## src/rtl/lc3b_hazard_ctrl.sv

```systemverilog
// Stall/flush sequencer for the 5-stage LC-3b pipeline: cache waits, load-use
// bubbles and MEM-stage redirects, plus watchdog and saturating perf counters.
module lc3b_hazard_ctrl #(
    parameter int CNT_W   = 16,
    parameter int TIMEOUT = 255
) (
    input  logic             clk,
    input  logic             reset_n,
    input  logic [2:0]       id_sr1,
    input  logic             id_sr1_used,
    input  logic [2:0]       id_sr2,
    input  logic             id_sr2_used,
    input  logic             ex_load,
    input  logic [2:0]       ex_dest,
    input  logic             ex_dest_we,
    input  logic             i_req,
    input  logic             i_resp,
    input  logic             d_req,
    input  logic             d_resp,
    input  logic             mem_br_taken,
    output logic             pc_stall,
    output logic             if_id_stall,
    output logic             id_exe_stall,
    output logic             exe_mem_stall,
    output logic             mem_wb_stall,
    output logic             if_id_flush,
    output logic             id_exe_flush,
    output logic             exe_mem_flush,
    output logic             mem_wb_flush,
    output logic [CNT_W-1:0] stall_cnt,
    output logic [CNT_W-1:0] flush_cnt,
    output logic             timeout_err
);

    // state  | meaning
    // RUN    | no multi-cycle wait in progress
    // DWAIT  | MEM held until the D-cache completes
    // IDRAIN | redirect held until the in-flight fetch returns
    localparam logic [1:0] RUN    = 2'd0;
    localparam logic [1:0] DWAIT  = 2'd1;
    localparam logic [1:0] IDRAIN = 2'd2;

    localparam logic [7:0]       WAIT_LAST = 8'(TIMEOUT - 1);
    localparam logic [CNT_W-1:0] CNT_MAX   = {CNT_W{1'b1}};

    logic [1:0] state;
    logic [1:0] state_nxt;
    logic [7:0] wait_cnt;

    logic c_dmiss, c_redir_blk, c_load_use, c_imiss;
    logic f_dmiss, f_redir_blk, f_redir, f_load_use, f_imiss;
    logic waiting;

    assign c_dmiss     = d_req & ~d_resp;
    assign c_imiss     = i_req & ~i_resp;
    assign c_redir_blk = mem_br_taken & c_imiss;
    assign c_load_use  = ex_load & ex_dest_we &
                         ((id_sr1_used & (id_sr1 == ex_dest)) |
                          (id_sr2_used & (id_sr2 == ex_dest)));

    // One-hot "rule that fires this cycle", first match wins.
    always_comb begin
        f_dmiss     = 1'b0;
        f_redir_blk = 1'b0;
        f_redir     = 1'b0;
        f_load_use  = 1'b0;
        f_imiss     = 1'b0;
        if (c_dmiss)           f_dmiss     = 1'b1;
        else if (c_redir_blk)  f_redir_blk = 1'b1;
        else if (mem_br_taken) f_redir     = 1'b1;
        else if (c_load_use)   f_load_use  = 1'b1;
        else if (c_imiss)      f_imiss     = 1'b1;
    end

    assign waiting = f_dmiss | f_redir_blk | f_imiss;

    always_comb begin
        pc_stall      = 1'b0;
        if_id_stall   = 1'b0;
        id_exe_stall  = 1'b0;
        exe_mem_stall = 1'b0;
        mem_wb_stall  = 1'b0;
        if_id_flush   = 1'b0;
        id_exe_flush  = 1'b0;
        exe_mem_flush = 1'b0;
        mem_wb_flush  = 1'b0;
        if (!reset_n) begin
            if_id_flush   = 1'b1;
            id_exe_flush  = 1'b1;
            exe_mem_flush = 1'b1;
            mem_wb_flush  = 1'b1;
        end else if (f_dmiss || f_redir_blk) begin
            pc_stall      = 1'b1;
            if_id_stall   = 1'b1;
            id_exe_stall  = 1'b1;
            exe_mem_stall = 1'b1;
            mem_wb_flush  = 1'b1;
        end else if (f_redir) begin
            if_id_flush   = 1'b1;
            id_exe_flush  = 1'b1;
            exe_mem_flush = 1'b1;
        end else if (f_load_use) begin
            pc_stall      = 1'b1;
            if_id_stall   = 1'b1;
            id_exe_flush  = 1'b1;
        end else if (f_imiss) begin
            pc_stall      = 1'b1;
            if_id_flush   = 1'b1;
        end
    end

    always_comb begin
        state_nxt = state;
        case (state)
            RUN: begin
                if (f_dmiss)          state_nxt = DWAIT;
                else if (f_redir_blk) state_nxt = IDRAIN;
            end
            DWAIT: begin
                if (d_resp) state_nxt = f_redir_blk ? IDRAIN : RUN;
            end
            IDRAIN: begin
                // A D-miss here is not expected, but it must still be tracked.
                if (f_dmiss)     state_nxt = DWAIT;
                else if (i_resp) state_nxt = RUN;
            end
            default: state_nxt = RUN;
        endcase
    end

    always_ff @(posedge clk) begin
        if (!reset_n) begin
            state       <= RUN;
            wait_cnt    <= 8'd0;
            stall_cnt   <= '0;
            flush_cnt   <= '0;
            timeout_err <= 1'b0;
        end else begin
            state <= state_nxt;
            if (!waiting)               wait_cnt <= 8'd0;
            else if (wait_cnt != 8'hFF) wait_cnt <= wait_cnt + 8'd1;
            if (waiting && wait_cnt == WAIT_LAST) timeout_err <= 1'b1;
            if (pc_stall && stall_cnt != CNT_MAX) stall_cnt <= stall_cnt + 1'b1;
            if (f_redir && flush_cnt != CNT_MAX)  flush_cnt <= flush_cnt + 1'b1;
        end
    end

endmodule
```

## config.mk

```make
export PLATFORM = sky130hd
export DESIGN_NAME = lc3b_hazard_ctrl
export DESIGN_NICKNAME = d
export VERILOG_FILES = /design/src/rtl/lc3b_hazard_ctrl.sv
export SDC_FILE = /design/constraint.sdc
export NUM_CORES = 1
export LEC_CHECK = 0
export BUFFER_PORTS_ARGS = -buffer_cell sky130_fd_sc_hd__buf_2
export CAP_MARGIN = 20
export CORE_MARGIN = 10
export CORE_UTILIZATION = 48
export CTS_BUF_LIST = sky130_fd_sc_hd__clkbuf_16
export CTS_CLUSTER_DIAMETER = 100
export DETAILED_ROUTE_END_ITERATION = 8
export PLACE_DENSITY_LB_ADDON = 0.08
export SLEW_MARGIN = 20
export SYNTH_ARGS = -nofsm -noshare
export SYNTH_HDL_FRONTEND = slang
export SYNTH_SLANG_ARGS = --single-unit
```

## constraint.sdc

```tcl
create_clock -name clk -period 1.82 [get_ports clk]
set_clock_uncertainty 0.1 [all_clocks]
set_input_delay 0.364 -clock clk [delete_from_list [all_inputs] [get_ports clk]]
set_output_delay 0.364 -clock clk [all_outputs]
set_load 0.02 [all_outputs]
```

# Word-level counts from Yosys, hierarchy flattened

Index checks and enable logic that the tools add are counted.

Flip-flop bits (word level): 41
Bits in latches: 0
Bits in writable memories: 0
ROM bits: 0
Bits of input ports: 20
Output and inout port bits: 42
Word-level logic and storage cells: 67
Memories kept: 0

Add/subtract/negate cells: 3
Multiply operators: 0
Divide/modulo/power cells: 0
Order comparisons: 0
Equality and inequality tests: 6
Shift operators: 0
Muxes and demuxes: 37
Bitwise logic cells: 12
Reduce and logical (&&, ||, !) cells: 5

Operators with widths:

| cell                                                            | number |
|---|---|
| 1-bit 2-to-1 mux                                                | 37 |
| 16-bit by 1-bit adder with 16-bit output, second input constant | 2 |
| 16-bit != test, second input constant                           | 2 |
| 8-bit by 1-bit adder with 8-bit output, second input constant   | 1 |
| 8-bit equality test, second input constant                      | 1 |
| 8-bit != test, second input constant                            | 1 |
| 1-bit AND                                                       | 7 |
| 3-bit equality test                                             | 2 |
| 1-bit logical AND                                               | 3 |
| 1-bit OR                                                        | 3 |
| 1-bit inverter                                                  | 2 |
| 2-bit AND reduction                                             | 1 |
| 1-bit logical OR                                                | 1 |

# Longest topological paths before layout

Gate-level depths: netlist of run 1.

Depth after elaboration: 14
Gate-level depth with buffers: 7

# Worst setup path after synthesis of run 1

OpenSTA, ideal clock, no wires.

Path type: input-to-output
From: in ex_dest[0]
To: out if_id_stall
Data arrival time: 1.483 ns
Required time: 1.356 ns
Setup slack: -0.127 ns
Stages: 4
Buffers on the path: 0
Cell sequence: xnor2_1 > nand4_1 > a2111o_1 > a21oi_1

Word-level cells in the longest chain between the ends: 12
Elaborated cells on any way between the ends: 14
Those cells by class: eq/ne: 2; mux: 8; bitwise: 4

RTL lines:

| item                                          | RTL line | RTL |
|---|---|---|
| start, declared                               | 14       | `input logic [2:0] ex_dest,` |
| 3-bit equality test, on equally long branches | 58, 59   |  |
| 1-bit AND, on equally long branches           | 58, 59   |  |
| 1-bit OR *                                    | 58       | `((id_sr1_used & (id_sr1 == ex_dest)) \|` |
| 1-bit AND *                                   | 57       | `assign c_load_use = ex_load & ex_dest_we &` |
| 1-bit 2-to-1 mux *                            | 71       | `else if (c_load_use) f_load_use = 1'b1;` |
| 1-bit 2-to-1 mux *                            | 70       | `else if (mem_br_taken) f_redir = 1'b1;` |
| 1-bit 2-to-1 mux *                            | 69       | `else if (c_redir_blk) f_redir_blk = 1'b1;` |
| 1-bit 2-to-1 mux *                            | 68       | `if (c_dmiss) f_dmiss = 1'b1;` |
| 1-bit 2-to-1 mux *                            | 102      | `end else if (f_load_use) begin` |
| 1-bit 2-to-1 mux *                            | 98       | `end else if (f_redir) begin` |
| 1-bit 2-to-1 mux *                            | 92       | `end else if (f_dmiss \|\| f_redir_blk) begin` |
| 1-bit 2-to-1 mux *                            | 87       | `if (!reset_n) begin` |
| end, declared                                 | 22       | `output logic if_id_stall,` |

Mark *: on every way between the ends. The rest lies on a longest branch, timed or not.

# Worst setup path in the final report of run 1

From: in ex_dest[2]
To: out if_id_stall

The elaborated chain is that of the path after synthesis.

==> summary.md, run 1 <==
| Metric | Value |
|---|---|
| Status | finished with violations |
| Failing checks | setup timing |
| Clock transition at path regs | about 0.060 ns |
| Power Density | roughly 600 mW/mm2 |
| DP Wirelength | a little over 5 mm |
| Synth Instances | between 200 and 300 |
| Worst EP arrival | approximately 1.6 ns |
| CP max FO | 3 |
| CTS H-tree lvls | 2 |
| Avg Inst Size Synth | 8.703 um2 |
| RSZ-0062 raised after global routing | yes |
| Synth cell types | 52 |
| Achievable frequency | 488.5 MHz |
| Vias in the first global route | between 2,000 and 2,500 |
| Routability cong. | approximately 0.8 |
| Number of max-cap violations | 0 |
| Post-Syn Nets | a little under 300 |
| WL per Instance | 16.00 um |
| Ranking of synthesized cells by area | dfxtp_1 (35%), xnor2_1 (6.6%), nand2_1 (4.9%), nand3_1 (4.4%), a21oi_1 (3.4%) |
| # nets final | roughly 400 |
| Cts hold-fix bufs | 0 |
| CP startpoint kind | input port |
| Cell Rows | 25 |
| Count of final setup violators | 11 |
| Ys Warns | 0 |
| Antenna violations before repair | 0 |
| TritonCTS Buffers | 5 |
| Most common cell in the netlist | dfxtp_1 |
| Longest Clk Path Bufs | 2 |
| CTS Sinks | between 40 and 50 |
| Drt initial violations | 114 |
| Hold WC Path Type | flip-flop to flip-flop |
| Core area | around 0.0048 mm2 |
| Synth top cells by count | dfxtp_1 (41), nand2_1 (31), nand3_1 (21) |
| Full die area | 0.008164 mm2 |
| Pin count of the biggest net entering global routing | 24 |
| Vias | approximately 2,500 |
| Critical path type | input port to output port |
| GRT overflow | 0 |
| Seq/Total Area, Yosys | 34.54% |
| Final Worst Setup Slack | -0.2269 ns |
| Leakage power | approximately 1.5 nW |
| Remaining DRCs | 0 |
| Layout cells sized above 1 | a little over two fifths |
| Post-synth ARST share | 0% |
| Cell area after synthesis | ~0.0024 mm2 |
| Drt pass-1 iters | 4 |
| ANT cells | 0 |
| Max-slew violation count | 0 |
| Final Util | between 70% and 80% |
| Die Wd | 90.36 um |
| Largest area contributor in the netlist | dfxtp_1 |
| Tmin final | between 2 and 2.5 ns |
| Worst Path Required | between 1 and 1.5 ns |
| Post-route ant nets | 0 |
| Max rail drop VDD | around 0.47 mV |
| Root buffer cell | clkbuf_16 |
| CP Capture Type | output port |
| Vias per std cell | 5.575 |
| Area growth, synth to finish | 51.29% |
| CTS tree | done |
| Fin crit share | 112.5% |
| Sum Neg Setup Slack | -1.336 ns |
| Die Y | about 90 um |
| Io pins | between 60 and 70 |
| Routed WL | ~7.3 mm |
| Synth Register Bits | slightly above 40 |
| Starting Density | about half |
| Yosys top cell area share | 34.54% |
| First-pass GRT wire length | around 12 mm |
| Main synth FF type | dfxtp_1 |
| Final Hold Fails | 0 |
| Worst skew pair latency | between 0.2 and 0.3 ns |
| GRT Util Overall | between 15 and 20% |
| Number of flops mapped to enable cells by yosys | 0 |
| I/O Buffers | 60 |
-- cell type report --
| cell class | count | area [um2] |
|---|---|---|
| flip-flops and latches | 41 | 828.3 |
| inverters | 6 | 22.52 |
| multi-input cells | 214 | 1657 |
| clock inverters | 3 | 12.51 |
| well taps | 67 | 83.83 |
| repair buffers | 118 | 865.8 |
| clock buffers | 5 | 125.1 |
| fillers | 361 | 1160 |
-- cell families (layout without fill, tap and decap cells) --
logic type	after synthesis	in the layout	share of synthesized area, %
simple gates	128	129	29.59
compound gates	51	51	17.69
flops	41	41	34.54
xor+xnor	22	22	8.109
buf+inv	19	132	4.844
mux	7	7	2.949
fa+ha+maj	4	4	2.106
other cells	1	1	0.1578
-- metrics by stage --
stage | setup slack, ns | cell area (um2) | cells | total power [mW] | hold WS (ns)
after floorplan | -0.02641 | 2399 | 273 | 1.093 | 0.3737
after global placement | -0.2416 | 3070 | 436 | 1.203 | 0.3377
after detailed placement | -0.3266 | 3070 | 436 | 1.208 | 0.3529
after CTS | -0.1519 | 3422 | 449 | 2.116 | 0.3660
after global routing | -0.3165 | 3595 | 454 | 2.228 | 0.3931
final | -0.2269 | 3595 | 454 | 2.153 | 0.3759
-- registers in the layout, summed over array words and instances (netlist names) --
name / flops
flush_cnt: 16
timeout_err: 1
wait_cnt: 8
stall_cnt: 16
-- what timing repair did --
item	CTS	global route
buffers inserted	4	6
cloned	1	1
hold endpoints to repair	0	0
endpoints found under the setup margin	11	23
pin swaps	18	19
resized for setup	31	24
-- layout by cell type (no fill, tap or decap), drive strengths merged --
| cell type | n |
|---|---|
| xnor2 | 18 |
| o41ai | 2 |
| clkinv | 3 |
| nand2b | 5 |
| a31oi | 2 |
| inv | 6 |
| o21ai | 5 |
| o211ai | 1 |
| bufbuf | 1 |
| a21oi | 17 |
| ha | 4 |
| clkbuf | 5 |
| o21a | 1 |
| and4 | 5 |
| nand4 | 12 |
| nor2 | 19 |
| and4b | 2 |
| nor3 | 4 |
| conb | 1 |
| and2 | 4 |
| nor4b | 1 |
| o31ai | 8 |
| nor4 | 3 |
| nor3b | 1 |
| o21bai | 1 |
| nor2b | 1 |
| a211o | 1 |
| buf | 117 |
| o221a | 1 |
| dfxtp | 41 |
| a2111o | 1 |
| and3 | 13 |
| xor2 | 4 |
| a211oi | 7 |
| mux2i | 7 |
| a2111oi | 3 |
| nand3 | 21 |
| or4 | 7 |
| o311ai | 1 |
| nand2 | 31 |
-- power breakdown --
part | switching, mW | leakage, nW | internal [mW]
combinational | 0.192 | 1.09 | 0.194
clock | 0.353 | 0.0687 | 0.496
sequential | 0.00923 | 0.334 | 0.909
-- layer usage --
metal / up-vias / track usage (%) / wire length, um / part of all wire (%)
met5: - / 0 / 0 / 0
met4: 0 / 7.029 / 175 / 2.4
met3: 15 / 5.071 / 463 / 6.4
met2: 72 / 28.33 / 3566 / 49
met1: 1216 / 19.96 / 3060 / 42
li1: 1228 / - / - / -
-- path summary, 6_finish.rpt --
path | start | end | slack (ns) | depth (start not counted)
worst min-delay path | stall_cnt[4] | stall_cnt[4] | 0.38 | 1
worst max register to register | stall_cnt[0] | stall_cnt[7] | -0.03 | 7
worst min register to register | stall_cnt[4] | stall_cnt[4] | 0.38 | 1
worst max-delay path | ex_dest[2] | if_id_stall | -0.23 | 6
-- worst max-delay path, cell delays in order --
cell	delay, ns
buf_12	0.12
xnor2_4	0.17
nand4_1	0.16
a2111o_1	0.48
a21oi_2	0.16
buf_6	0.13
No activity file was read; power rests on OpenSTA's default activity.
==> run 2, diff against run 1 <==
RECOVER_POWER = 100   (was unset)
==> run 2 against run 1 <==
The flow still finishes with violations (setup timing); routed wire length rose by 1.4%; sequential cell count did not move; clock power barely moved; sequential share of layout area rose by 0.27 points; count of clock-buffer cells in the layout did not move; combinational power barely moved; final cell count did not move; utilization fell by 0.87 points; sequential power barely moved; worst setup slack improved by 0.0027 ns; hold slack improved by 0.0040 ns; first-iteration DRC count rose by 2.6%.
==> summary.md, run 2 (synthesis gave the netlist of run 1 again) <==
| Metric | Value |
|---|---|
| RR Endpoint | stall_cnt[7] |
| GRT Util Overall | around 17% |
| Cell Rows | 25 |
| Layout cells sized above 1 | between 30% and 40% |
| Global route hottest layer | met2 |
| CTS Sinks | approximately 40 |
| First-pass GRT wire length | between 10 and 15 mm |
| Remaining DRCs | 0 |
| Die Wd | between 90 and 100 um |
| GRT overflow | 0 |
| CTS tree | done |
| I/O Buffers | 60 |
| Clock transition at path regs | roughly 0.060 ns |
| Area growth, synth to finish | 49.55% |
| Fin crit share | 112.3% |
| R2r setup slk | -0.03 ns |
| Multi-input logic area | between 0.0015 and 0.002 mm2 |
| Drt pass-1 iters | 4 |
| Worst skew pair latency | around 0.28 ns |
| Io pins | 62 |
| CTS H-tree lvls | 2 |
| Power Density | slightly above 600 mW/mm2 |
| Cts hold-fix bufs | 0 |
| Max-slew violation count | 0 |
| Slowest-stage cell, CP | a2111o_1 |
| Status | finished with violations |
| M1 GR Usage | roughly 20% |
| Routability cong. | approximately 0.82 |
| FF+latch area | roughly 830 um2 |
| Routed WL | approximately 7.4 mm |
| Antenna violations before repair | 0 |
| DP Wirelength | ~5.0 mm |
| CP max FO | 3 |
| Met2 Use GR | 28.33% |
| Most frequent standard cell in the layout excluding fill and tap cells | buf_4 |
| Max rail drop VDD | 0.4655 mV |
| Met3 usage | a little over 5% |
| Hold path start | stall_cnt[4] |
| Full die area | about 0.0082 mm2 |
| Longest Clk Path Bufs | 2 |
| R2r startpoint | stall_cnt[0] |
| DP Area | ~0.003 mm2 |
| CP startpoint kind | input port |
| Number of max-cap violations | 0 |
| Tmin final | between 2 and 2.5 ns |
| Largest registers | flush_cnt (16), stall_cnt (16), wait_cnt (8) |
| Starting Density | about half |
| Slowest stage delay, CP | between 0.4 and 0.5 ns |
| Hold WC Path Type | flip-flop to flip-flop |
| Most frequent cells in the layout | buf_4 (55), dfxtp_1 (35), clkbuf_1 (33) |
| RSZ-0062 raised after global routing | yes |
| Failing checks | setup timing |
| Pin count of the biggest net entering global routing | 24 |
| WHS | approximately 0.38 ns |
| ANT cells | 0 |
| Final Instance Area | about 0.0036 mm2 |
| Post-route ant nets | 0 |
| Vias | roughly 2,600 |
| Die Y | approximately 90 um |
| TritonCTS Buffers | 5 |
| Vias in the first global route | 2,499 |
| FF-to-FF path depth | 7 |
| Sum Neg Setup Slack | -1.338 ns |
| Leakage power | 1.349 nW |
| Hold Path Stages | 1 |
| Worst Path Required | between 1 and 1.5 ns |
| Achievable frequency | about 490 MHz |
| Final Worst Setup Slack | -0.2242 ns |
| Critical path type | input port to output port |
| Vias per std cell | 5.623 |
| CP cell instances | buf_12, xnor2_4, nand4_1, a2111o_1, a21oi_2, buf_6 |
| # nets final | just over 400 |
| Final Hold Fails | 0 |
| Core area | 0.004755 mm2 |
| Final Util | 74.74% |
| CP Capture Type | output port |
| Fill cells | between 300 and 400 |
| WL per Instance | between 15 and 20 um |
| Hold Crit Endpoint | stall_cnt[4] |
| Drt initial violations | around 120 |
| Count of final setup violators | 11 |
| Root buffer cell | clkbuf_16 |
| Worst EP arrival | between 1.5 and 2 ns |
| Tot Pwr | between 2 and 2.5 mW |
run 2: cell types whose count changed in the layout (fill, tap and decap cells not counted):
cell,delta
buf_2,-33
clkbuf_1,+33
run 2: cell type report:
class	count	area share, %
Clock buffer	5	3.521
Clock inverter	3	0.3521
Inverter	6	0.6338
Multi-Input combinational cell	214	46.62
Sequential cell	41	23.31
Tap cell	67	2.359
Timing Repair Buffer	118	23.20
run 2: critical path, delay by kind of cell:
family          cells  cell delay [ns]
compound gates      2             0.64
simple gates        1             0.15
buf+inv             2             0.25
xor+xnor            1             0.17
run 2: metal layers:
metal,wire length [um],part of all wire (%),up-vias
met5,0,0,-
met4,159,2.2,0
met3,409,5.6,15
met2,3599,49,76
met1,3199,43,1233
li1,-,-,1229
run 2: worst max path at each step:
stage / from / to / slack [ns] / cells past startpoint
after floorplan: ex_dest[0] / if_id_stall / -0.03 / 4
after global placement: ex_dest[1] / if_id_stall / -0.24 / 6
after detailed placement: ex_dest[0] / if_id_stall / -0.33 / 6
after CTS: ex_dest[1] / if_id_stall / -0.15 / 6
after global routing: ex_dest[2] / if_id_stall / -0.32 / 6
final: ex_dest[2] / if_id_stall / -0.22 / 6
run 2: metrics by stage:
stage                     worst slack, ns  instances
after floorplan                  -0.02641        273
after global placement            -0.2416        436
after detailed placement          -0.3266        436
after CTS                         -0.1519        449
after global routing              -0.3165        454
final                             -0.2242        454
run 2: what timing repair did:
item | CTS | global route
pin swaps | 18 | 19
cloned | 1 | 1
setup buffers | 4 | 6
gates resized for setup | 31 | 24
setup endpoints to repair | 11 | 23
run 2: power by group:
group | leakage, nW | internal (mW) | switching [mW]
Clock | 0.0687 | 0.496 | 0.356
Combinational | 0.947 | 0.192 | 0.194
Sequential | 0.334 | 0.909 | 0.00934
Total | 1.35 | 1.60 | 0.559
